**config.mk**
```make
export PLATFORM = sky130hd
export DESIGN_NAME = reg_arbiter
export DESIGN_NICKNAME = d
export VERILOG_FILES = /design/src/rtl/reg_pkg.sv /design/src/rtl/arb_grant.sv /design/src/rtl/reg_arbiter.sv
export SDC_FILE = /design/constraint.sdc
export NUM_CORES = 1
export LEC_CHECK = 0
export ABC_AREA = 1
export CORE_MARGIN = 3
export CORE_UTILIZATION = 39
export DETAILED_ROUTE_END_ITERATION = 12
export GPL_TIMING_DRIVEN = 0
export PLACE_DENSITY = 0.78
export SLEW_MARGIN = 10
export SYNTH_ARGS = -nofsm -noshare
export SYNTH_HDL_FRONTEND = slang
export SYNTH_SLANG_ARGS = --single-unit
```
**constraint.sdc**
```tcl
create_clock -name clk -period 2 [get_ports clk]
set_clock_uncertainty 0.05 [all_clocks]
set_input_delay 0.4 -clock clk [delete_from_list [all_inputs] [get_ports clk]]
set_output_delay 0.4 -clock clk [all_outputs]
set_load 0.01 [all_outputs]
```
**src/rtl/reg_pkg.sv**
```systemverilog
// -----------------------------------------------------------------------------
// reg_pkg
// Shared definitions for the switch register-table access path.
//   - arb_state_e : arbiter FSM encoding (IDLE / ACCESS / DONE)
//   - REG_ADDR_W / REG_DATA_W : default table address / data widths
//   - REG_* : register addresses decoded by the switch register table
//   - idx_width() : width of a binary index for an N-entry one-hot vector
// -----------------------------------------------------------------------------
package reg_pkg;

    typedef enum logic [1:0] {
        IDLE   = 2'd0,
        ACCESS = 2'd1,
        DONE   = 2'd2
    } arb_state_e;

    localparam int REG_ADDR_W = 7;
    localparam int REG_DATA_W = 16;

    // Register map of the switch table
    localparam logic [REG_ADDR_W-1:0] REG_ID        = 7'h00;
    localparam logic [REG_ADDR_W-1:0] REG_CTRL      = 7'h01;
    localparam logic [REG_ADDR_W-1:0] REG_STATUS    = 7'h02;
    localparam logic [REG_ADDR_W-1:0] REG_PORT_EN   = 7'h04;
    localparam logic [REG_ADDR_W-1:0] REG_VLAN_BASE = 7'h10;
    localparam logic [REG_ADDR_W-1:0] REG_HASH_SEED = 7'h20;
    localparam logic [REG_ADDR_W-1:0] REG_MAC_BASE  = 7'h40;

    // A single-entry vector still needs a 1-bit index
    function automatic int idx_width(input int n);
        return (n > 1) ? $clog2(n) : 1;
    endfunction

endpackage

```
**src/rtl/arb_grant.sv**
```systemverilog
// -----------------------------------------------------------------------------
// arb_grant
// Combinational request picker. Searches req_i upwards starting at ptr_i,
// wrapping to 0, and returns the first requester found. With ptr_i tied to 0
// this is plain fixed priority (index 0 highest).
// Ports:
//   req_i   [N-1:0]     request vector
//   ptr_i   [IDX_W-1:0] index where the search starts
//   gnt_o   [N-1:0]     one-hot grant (all zero when nothing requests)
//   idx_o   [IDX_W-1:0] binary index of the granted requester
//   valid_o             at least one request present
// -----------------------------------------------------------------------------
module arb_grant
    import reg_pkg::*;
#(
    parameter int N     = 6,
    parameter int IDX_W = idx_width(N)
) (
    input  logic [N-1:0]     req_i,
    input  logic [IDX_W-1:0] ptr_i,
    output logic [N-1:0]     gnt_o,
    output logic [IDX_W-1:0] idx_o,
    output logic             valid_o
);

    logic found;

    // Two ascending passes: first the indices at or above the pointer, then
    // the ones below it. A pointer value >= N simply leaves the first pass
    // empty, which degrades gracefully to fixed priority.
    always_comb begin
        gnt_o = '0;
        idx_o = '0;
        found = 1'b0;
        for (int c = 0; c < N; c++) begin
            if (!found && (c >= int'(ptr_i)) && req_i[c]) begin
                found    = 1'b1;
                gnt_o[c] = 1'b1;
                idx_o    = IDX_W'(c);
            end
        end
        for (int c = 0; c < N; c++) begin
            if (!found && (c < int'(ptr_i)) && req_i[c]) begin
                found    = 1'b1;
                gnt_o[c] = 1'b1;
                idx_o    = IDX_W'(c);
            end
        end
        valid_o = found;
    end

endmodule

```
**src/rtl/reg_arbiter.sv**
```systemverilog
// -----------------------------------------------------------------------------
// reg_arbiter
// Serialises single-beat register reads/writes from NUM_CH requesters onto one
// register-table access port. Each access takes IDLE -> ACCESS -> DONE, so a
// new grant is possible every third cycle.
//
// Build option: define REG_ARB_RR_EN for round-robin arbitration; without it
// channel 0 has the highest fixed priority.
//
// Ports:
//   clk, rst_n       clock, asynchronous active-low reset
//   req_i [NUM_CH]   per-channel request, held until ack
//   we_i  [NUM_CH]   per-channel direction (1 = write)
//   addr_i           flattened addresses, channel i at [i*ADDR_W +: ADDR_W]
//   wdata_i          flattened write data, channel i at [i*DATA_W +: DATA_W]
//   ack_o [NUM_CH]   one-cycle one-hot completion pulse
//   err_o            with ack: write refused by WR_MASK
//   rdata_o          read data, held until the next read completes
//   busy_o           FSM not in IDLE
//   reg_wr_o/reg_rd_o  one-cycle table write / read strobes
//   reg_addr_o, reg_wdata_o  registered table address / write data
//   reg_rdata_i      table read data (combinational from reg_addr_o)
// -----------------------------------------------------------------------------
module reg_arbiter
    import reg_pkg::*;
#(
    parameter int                NUM_CH  = 6,
    parameter int                ADDR_W  = REG_ADDR_W,
    parameter int                DATA_W  = REG_DATA_W,
    parameter logic [NUM_CH-1:0] WR_MASK = {NUM_CH{1'b1}}
) (
    input  logic                       clk,
    input  logic                       rst_n,
    input  logic [NUM_CH-1:0]          req_i,
    input  logic [NUM_CH-1:0]          we_i,
    input  logic [NUM_CH*ADDR_W-1:0]   addr_i,
    input  logic [NUM_CH*DATA_W-1:0]   wdata_i,
    output logic [NUM_CH-1:0]          ack_o,
    output logic                       err_o,
    output logic [DATA_W-1:0]          rdata_o,
    output logic                       busy_o,
    output logic                       reg_wr_o,
    output logic                       reg_rd_o,
    output logic [ADDR_W-1:0]          reg_addr_o,
    output logic [DATA_W-1:0]          reg_wdata_o,
    input  logic [DATA_W-1:0]          reg_rdata_i
);

    localparam int IDX_W = idx_width(NUM_CH);

    // Unpacked views of the flattened request buses
    logic [ADDR_W-1:0] addr_arr  [NUM_CH];
    logic [DATA_W-1:0] wdata_arr [NUM_CH];

    generate
        for (genvar gi = 0; gi < NUM_CH; gi++) begin : g_unpack
            assign addr_arr[gi]  = addr_i[gi*ADDR_W +: ADDR_W];
            assign wdata_arr[gi] = wdata_i[gi*DATA_W +: DATA_W];
        end
    endgenerate

    logic [NUM_CH-1:0] gnt;
    logic [IDX_W-1:0]  gnt_idx;
    logic              gnt_vld;
    logic [IDX_W-1:0]  search_ptr;

    arb_grant #(
        .N     (NUM_CH),
        .IDX_W (IDX_W)
    ) u_grant (
        .req_i   (req_i),
        .ptr_i   (search_ptr),
        .gnt_o   (gnt),
        .idx_o   (gnt_idx),
        .valid_o (gnt_vld)
    );

    // Direction and permission of the channel being granted right now
    logic gnt_we;
    logic gnt_wr_ok;
    assign gnt_we    = |(gnt & we_i);
    assign gnt_wr_ok = |(gnt & we_i & WR_MASK);

`ifdef REG_ARB_RR_EN
    logic [IDX_W-1:0] rr_ptr_q;
    logic [IDX_W-1:0] rr_ptr_d;
    // Next search starts just past the winner, wrapping at NUM_CH-1
    assign rr_ptr_d   = (int'(gnt_idx) == NUM_CH - 1) ? '0 : gnt_idx + 1'b1;
    assign search_ptr = rr_ptr_q;
`else
    assign search_ptr = '0;
`endif

    arb_state_e        state_q;
    logic [IDX_W-1:0]  sel_q;
    logic              denied_q;
    logic [NUM_CH-1:0] ack_q;
    logic              err_q;
    logic [DATA_W-1:0] rdata_q;
    logic              reg_wr_q;
    logic              reg_rd_q;
    logic [ADDR_W-1:0] reg_addr_q;
    logic [DATA_W-1:0] reg_wdata_q;

    always_ff @(posedge clk or negedge rst_n) begin
        if (!rst_n) begin
            state_q     <= IDLE;
            sel_q       <= '0;
            denied_q    <= 1'b0;
            ack_q       <= '0;
            err_q       <= 1'b0;
            rdata_q     <= '0;
            reg_wr_q    <= 1'b0;
            reg_rd_q    <= 1'b0;
            reg_addr_q  <= '0;
            reg_wdata_q <= '0;
`ifdef REG_ARB_RR_EN
            rr_ptr_q    <= '0;
`endif
        end else begin
            case (state_q)
                IDLE: begin
                    if (gnt_vld) begin
                        sel_q       <= gnt_idx;
                        reg_addr_q  <= addr_arr[gnt_idx];
                        reg_wdata_q <= wdata_arr[gnt_idx];
                        reg_wr_q    <= gnt_wr_ok;
                        reg_rd_q    <= ~gnt_we;
                        // A refused write issues no strobe at all
                        denied_q    <= gnt_we & ~gnt_wr_ok;
`ifdef REG_ARB_RR_EN
                        rr_ptr_q    <= rr_ptr_d;
`endif
                        state_q     <= ACCESS;
                    end
                end
                ACCESS: begin
                    reg_wr_q <= 1'b0;
                    reg_rd_q <= 1'b0;
                    // reg_rd_q is still high here exactly when this is a read,
                    // and the table has been presenting data for reg_addr_q
                    if (reg_rd_q) begin
                        rdata_q <= reg_rdata_i;
                    end
                    ack_q   <= {{(NUM_CH-1){1'b0}}, 1'b1} << sel_q;
                    err_q   <= denied_q;
                    state_q <= DONE;
                end
                DONE: begin
                    ack_q   <= '0;
                    err_q   <= 1'b0;
                    state_q <= IDLE;
                end
                default: begin
                    state_q <= IDLE;
                end
            endcase
        end
    end

    assign ack_o       = ack_q;
    assign err_o       = err_q;
    assign rdata_o     = rdata_q;
    assign busy_o      = (state_q != IDLE);
    assign reg_wr_o    = reg_wr_q;
    assign reg_rd_o    = reg_rd_q;
    assign reg_addr_o  = reg_addr_q;
    assign reg_wdata_o = reg_wdata_q;

endmodule
```
# After elaboration in Yosys (flattened, before gate mapping)
# Index checks and enable logic that the tools add are counted.
word_totals:
  inputBits: 168
  rom_bits: 0
  mem_bits_rw: 0
  mem_count: 0
  latch_bits: 0
  regBits: 53
classes:
  eq_ne: 3
  n_mux: 30
  mul: 0
  n_reduce_logical: 19
  bitwise: 3
  magnitude_cmp: 1
  addsub: 0
  shifts: 1
  div_mod_pow: 0
op_table:
  columns: ["operator", "n"]
  rows:
  - ["$bmux 16 s3", 1]
  - ["$mux 16", 2]
  - ["$bmux 7 s3", 1]
  - ["$mux 1", 15]
  - ["$mux 7", 2]
  - ["$pmux 6 s2", 1]
  - ["$and 6x6->6", 1]
  - ["$mux 2", 3]
  - ["$mux 3", 2]
  - ["$reduce_and 2->1", 3]
  - ["$reduce_bool 2->1", 3]
  - ["$reduce_or 6->1", 1]
  - ["$shl 1x3->6 const A", 1]
  - ["$logic_and 1x1->1", 5]
  - ["$logic_not 1->1", 5]
  - ["$ge 4x4->1 const B", 1]
  - ["$not 3->4", 1]
  - ["$pmux 1 s2", 2]
  - ["$pmux 2 s2", 1]
  - ["$eq 2x1->1 const B", 1]
  - ["$eq 2x2->1 const B", 1]
  - ["$logic_not 2->1", 1]
  - ["$ne 2x2->1 const B", 1]
  - ["$reduce_or 2->1", 1]
  - ["$not 1->1", 1]

# Depth between registers and ports, before layout
logic_depth:
  word_depth: 21
  mapped_depth: 12
  depth_no_buf: 10

# Cells and area by module
# From an unflattened synthesis, not the netlist that was laid out.
unflattened:
  cells_unflattened: 595
  hier_area_um2: 3875.0
modules_own_cells:
  columns: ["mod", "instances", "cells_each", "seq_area_each_um2", "area_each_um2"]
  rows:
  - ["reg_arbiter", 1, 542, 1301.2, 3604.7]
  - ["arb_grant", 1, 53, 0.0, 270.3]

# Least setup slack after synthesis
# OpenSTA, ideal clock, no wires.
synth_path:
  kind: "reg-to-reg"
  startpoint: "reg state_q[1]"
  endpoint: "reg rdata_q[10] (netlist: rdata_o[10])"
  path_slack_ns: 0.317
  arrival_time_ns: 1.508
  setup_ns: 0.125
  stages_incl_launch_ff: 6
  path_buffers: 1
  synth_period_minus_slack_ns: 1.683
  cell_sequence: "dfrtp_1 inv_1 ha_1 nand2_1 clkbuf_1 mux2_2"
synth_via:
  elab_chain_cells: 2
synth_lines:
  columns: ["element", "line_no", "rtl"]
  rows:
  - ["from (decl)", "reg_arbiter.sv:94", "arb_state_e state_q;"]
  - ["from (signal assigned)", "reg_arbiter.sv:107", "state_q <= IDLE;"]
  - ["from (signal assigned)", "reg_arbiter.sv:134", "state_q <= ACCESS;"]
  - ["from (signal assigned)", "reg_arbiter.sv:147", "state_q <= DONE;"]
  - ["$eq 2x1->1", "reg_arbiter.sv:121", "case (state_q)"]
  - ["$reduce_and 2->1 (no source line)", null, null]
  - ["to (signal assigned)", "reg_arbiter.sv:143", "rdata_q <= reg_rdata_i;"]
  - ["to (decl)", "reg_arbiter.sv:99", "logic [DATA_W-1:0] rdata_q;"]
# Every way passes these cells.
# A chain may end at the register's enable or synchronous reset.

# Final worst setup path
layout_path:
  startpoint: "in req_i[2]"
  endpoint: "reg reg_addr_q[0] (netlist: reg_addr_o[0])"
layout_via:
  elab_chain_cells: 15
  word_cells_on_any_way: 20
  classes_between: "mux: 11; bitwise: 1; reduce/logical: 8"
layout_lines:
  columns: ["element", "line_no", "rtl"]
  rows:
  - ["from (decl)", "reg_arbiter.sv:34", "input logic [NUM_CH-1:0] req_i,"]
  - ["$logic_and 1x1->1 *", "arb_grant.sv:36", "if (!found && (c >= int'(ptr_i)) && req_i[c]) begin"]
  - ["$mux 1", "arb_grant.sv:36", null]
  - ["$logic_not 1->1", "arb_grant.sv:36", null]
  - ["$logic_and 1x1->1", "arb_grant.sv:36", null]
  - ["$mux 1", "arb_grant.sv:36", null]
  - ["$logic_not 1->1", "arb_grant.sv:36", null]
  - ["$logic_and 1x1->1", "arb_grant.sv:36", null]
  - ["$mux 1", "arb_grant.sv:36", null]
  - ["$logic_not 1->1", "arb_grant.sv:36", null]
  - ["$logic_and 1x1->1", "arb_grant.sv:36", null]
  - ["$mux 3", "arb_grant.sv:36", null]
  - ["$not 3->4 (implied by the code)", "reg_arbiter.sv:125", "reg_addr_q <= addr_arr[gnt_idx];"]
  - ["$bmux 7 s3", "reg_arbiter.sv:125", null]
  - ["$mux 7 (implied by the code) (2 in a row)", "reg_arbiter.sv:125", null]
  - ["to (signal assigned)", "reg_arbiter.sv:125", null]
  - ["to (decl)", "reg_arbiter.sv:102", "logic [ADDR_W-1:0] reg_addr_q;"]
# Every way passes the cells marked *; elsewhere a longest branch is shown, timed or not. The select of a mux whose other input is x is not followed.

==> out/results.tsv <==
stage	metric	value	unit
logic_synthesis	average size of a mapped cell	6.578	um2
sta	Slew Viols, Final	0	
global_routing	vias in the first global route	4540	
logic_synthesis	Synth area leader	dfrtp_1	
flow_run	max_cap viols	0	
setup_path	arrival time at the worst endpoint	2.09	ns
setup_path	CP max stage cell	clkdlybuf4s50_1	
clock_tree	clk buf depth	2	
global_routing	Total GRT Usage	25.41	%
setup_path	Critical path buffers and inverters	5	
setup_path	crit path capture	reg_addr_o[0]$_DFFE_PN0P_	
routing	vias per cell	4.972	
routing	# DRC	0	
final_layout	Seq. cell area	1301	um2
logic_synthesis	Yosys cell types	26	
global_routing	largest net degree at the start of global routing	37	
floorplan	initial core utilization	40.46	%
final_layout	fin util	68.68	%
sta	final hold violation count	0	
setup_path	CP top delay family	buffers and inverters	
logic_synthesis	Seq cells post-synth	52	
clock_tree	clk_lat worst skew	0.30	ns
final_layout	Ant. Diodes	0	
placed_design	routability cong.	0.9183	
clock_tree	CTS tree	yes	
setup_path	Setup crit end kind	register	
logic_synthesis	sequential area share after synthesis	34.64	%
setup_path	Max FO, Critical Path	10	
setup_path	WP depth	12	
clock_tree	TritonCTS Buffers	5	
sta	Worst Hold Slack	0.4408	ns
sta	Final period util	97.24	%
logic_synthesis	Syn. warnings	0	
final_layout	Finished Cell Area	6376	um2
routing	Post-Route WL	14170	um
final_layout	share of cells above drive strength 1	10.14	%
logic_synthesis	Post-Syn Area	3756	um2
routing	first-pass detailed-route iteration total	4	
logic_synthesis	top post-synthesis cells by area	dfrtp_1 35%, nand3_1 16%, nand2_1 15%, inv_1 11%, a21oi_1 6.3%	
power_and_ir_drop	Max rail drop VDD	690.7	uV
final_layout	Multi-input gate area	1888	um2
routing	Detail Route Antenna Nets	0	
placed_design	DP Cell Count	916	
routing	wire per inst	15.27	um
final_layout	area growth from synthesis to layout	69.75	%
setup_path	CP startpoint kind	primary input	
clock_tree	H-tree Lvls	2	
sta	RSZ-0062 raised after global routing	true	
routing	routed via count	4614	
placed_design	worst slack, placed	-0.5007	ns
final_layout	Fillers	799	
setup_path	slowest cell delay on critical path	0.54	ns
setup_path	Crit. Startpoint	req_i[2]	
sta	setup ws final	0.05523	ns
floorplan	CORE AREA	9284	um2
clock_tree	Root Buffer	clkbuf_8	
routing	Initial DRC Count	208	
sta	worst slew pin tran	0.6779	ns
hold_path	Worst Hold Class	reg2reg	
setup_path	CP cell instances	clkdlybuf4s50_1, inv_2, nand3_1, nand2_1, inv_2, buf_6, buf_4, nand3_1, nand3_1, nand3_1, nand2_1, nand2_1	
floorplan	Std-Cell Rows	35	
global_routing	grt total ovfl	0	
setup_path	Reg-to-Reg End	rdata_o[13]$_DFFE_PN0P_	
status	status	complete, no violations	
power_and_ir_drop	Tot Pwr	5.946	mW
floorplan	DIE AREA	10840	um2
power_and_ir_drop	P_leak	3.251	nW
floorplan	Die H	104.1	um
placed_design	Placement Cell Area	6085	um2
power_and_ir_drop	PwrDens	932.6	nW/um2
final_layout	Final Net Count	970	
clock_tree	Clock Sinks	52	
setup_path	WS Path Type	in2reg	
logic_synthesis	Mapped Nets	743	
setup_path	WP data required	2.14	ns
sta	Fmax	0.5142	GHz
setup_path	Worst path most repeated cell	nand3_1	
sta	final setup fails	0	
setup_path	R2R Setup Slk	0.12	ns
global_routing	initial antenna violation count	0	
placed_design	estimated wirelength of the detail-placed design	11250	um
logic_synthesis	Yosys top cell area share	34.64	%
sta	relative slew slack	54.70	%
floorplan	die width	104.1	um
logic_synthesis	post-synthesis cell count	571	
sta	total negative slack	0	ns
final_layout	Layout Cells excl Fill	928	
setup_path	worst reg2reg path startpoint	state_q[0]$_DFFE_PN0P_	
placed_design	number of port buffers	215	
global_routing	first-pass GRT wire length	22490	um
sta	Final min period	1.945	ns
clock_tree	clk slew on worst S/H paths	0.09	ns
floorplan	IO Count	217	
setup_path	R2R depth	4	
[routing by layer]
metal	vias up	global-route usage, %	share of wire, %
li1	2241	-	-
met1	2111	31.43	39
met3	28	7.697	9.7
met2	234	42.80	48
met5	-	0	0
met4	0	7.407	3.0
[cells by family after synthesis]
family	after synthesis	synth area share (%)
buffers and inverters	150	16.46
DFF	52	34.64
muxes	16	4.797
and+or+nand+nor	283	33.54
adders and majority gates	4	1.332
other	1	0.09984
AOI/OAI and AO/OA	65	9.127
[state kept, by name (all words and copies together), names as in the netlist]
name,count
rdata_o,16
reg_wdata_o,16
reg_addr_o,7
ack_o,6
sel_q,3
state_q,2
reg_rd_o,1
reg_wr_o,1
[area by class of cell]
type	instances	area share (%)
plain buffers	34	3.905
clock buffers	7	1.511
well taps	129	2.531
flip-flops and latches	52	20.41
repair buffers	221	34.79
clock inverters	1	0.4710
inverters	115	6.770
multi-input cells	369	29.61
[Yosys cell counts]
| master | number |
|---|---|
| a21oi_1 | 47 |
| ha_1 | 4 |
| nor2_4 | 2 |
| clkbuf_1 | 11 |
| inv_1 | 115 |
| nand4_2 | 1 |
| nor2_1 | 1 |
| nand3b_1 | 1 |
| o22ai_1 | 5 |
| buf_4 | 5 |
| o32ai_1 | 2 |
| nand3_1 | 121 |
| nand3_2 | 1 |
| buf_2 | 17 |
| nand4_1 | 2 |
| o21ai_0 | 5 |
| nand2_1 | 151 |
| or2_2 | 1 |
| dfrtp_1 | 52 |
| nand2_2 | 1 |
| conb_1 | 1 |
| o21ai_2 | 1 |
| o21ai_1 | 5 |
| mux2_2 | 16 |
| buf_6 | 2 |
| nor2_2 | 1 |
[power by group]
part / internal, mW / switching, mW / total, mW / leakage (nW)
clock network: 0.442 / 0.337 / 0.779 / 0.0645
registers: 1.55 / 0.281 / 1.83 / 0.638
logic: 1.75 / 1.59 / 3.34 / 2.55
total: 3.74 / 2.21 / 5.95 / 3.25
[worst reg2reg max path, stage by stage (launching register included)]
cell	delay, ns
dfrtp_1	0.41
buf_4	0.14
ha_1	0.24
nand2_1	0.53
mux2_2	0.42
[cell usage in the layout, fill, tap and decap left out, types with 4 or more instances in the layout]
cell	n
a21oi_1	46
buf_2	6
buf_4	12
buf_6	8
clkbuf_2	5
clkbuf_4	4
clkbuf_8	7
clkdlybuf4s50_1	208
dfrtp_1	52
dlymetal6s2s_1	4
inv_1	108
inv_2	7
mux2_2	16
nand2_1	151
nand3_1	121
o21ai_0	5
o22ai_1	5
[worst min-delay path by stage]
stage | from | to | slack, ns | cells after the start
3_3_place_gp | reg_wdata_o[7]$_DFFE_PN0P_ | reg_wdata_o[7]$_DFFE_PN0P_ | 0.41 | 2
6_report | reg_wdata_o[14]$_DFFE_PN0P_ | reg_wdata_o[14]$_DFFE_PN0P_ | 0.44 | 2
3_5_place_dp | rst_n | ack_o[0]$_DFFE_PN0P_ | 0.30 | 1
2_1_floorplan | rst_n | ack_o[0]$_DFFE_PN0P_ | 0.05 | 0
4_1_cts | reg_wdata_o[7]$_DFFE_PN0P_ | reg_wdata_o[7]$_DFFE_PN0P_ | 0.44 | 2
5_1_grt | reg_wdata_o[8]$_DFFE_PN0P_ | reg_wdata_o[8]$_DFFE_PN0P_ | 0.46 | 2
[what timing repair did]
| item | 4_1_cts | 5_1_grt |
|---|---|---|
| endpoints found under the hold margin | 16 | 0 |
| hold buffers | 1 | 0 |
| setup endpoints to repair | 25 | 35 |
| setup buffers | 1 | 2 |
| gates cloned | 1 | 0 |
| pin swaps | 2 | 2 |
| gates resized for setup | 27 | 29 |
Power figures use the tool's default switching activity.
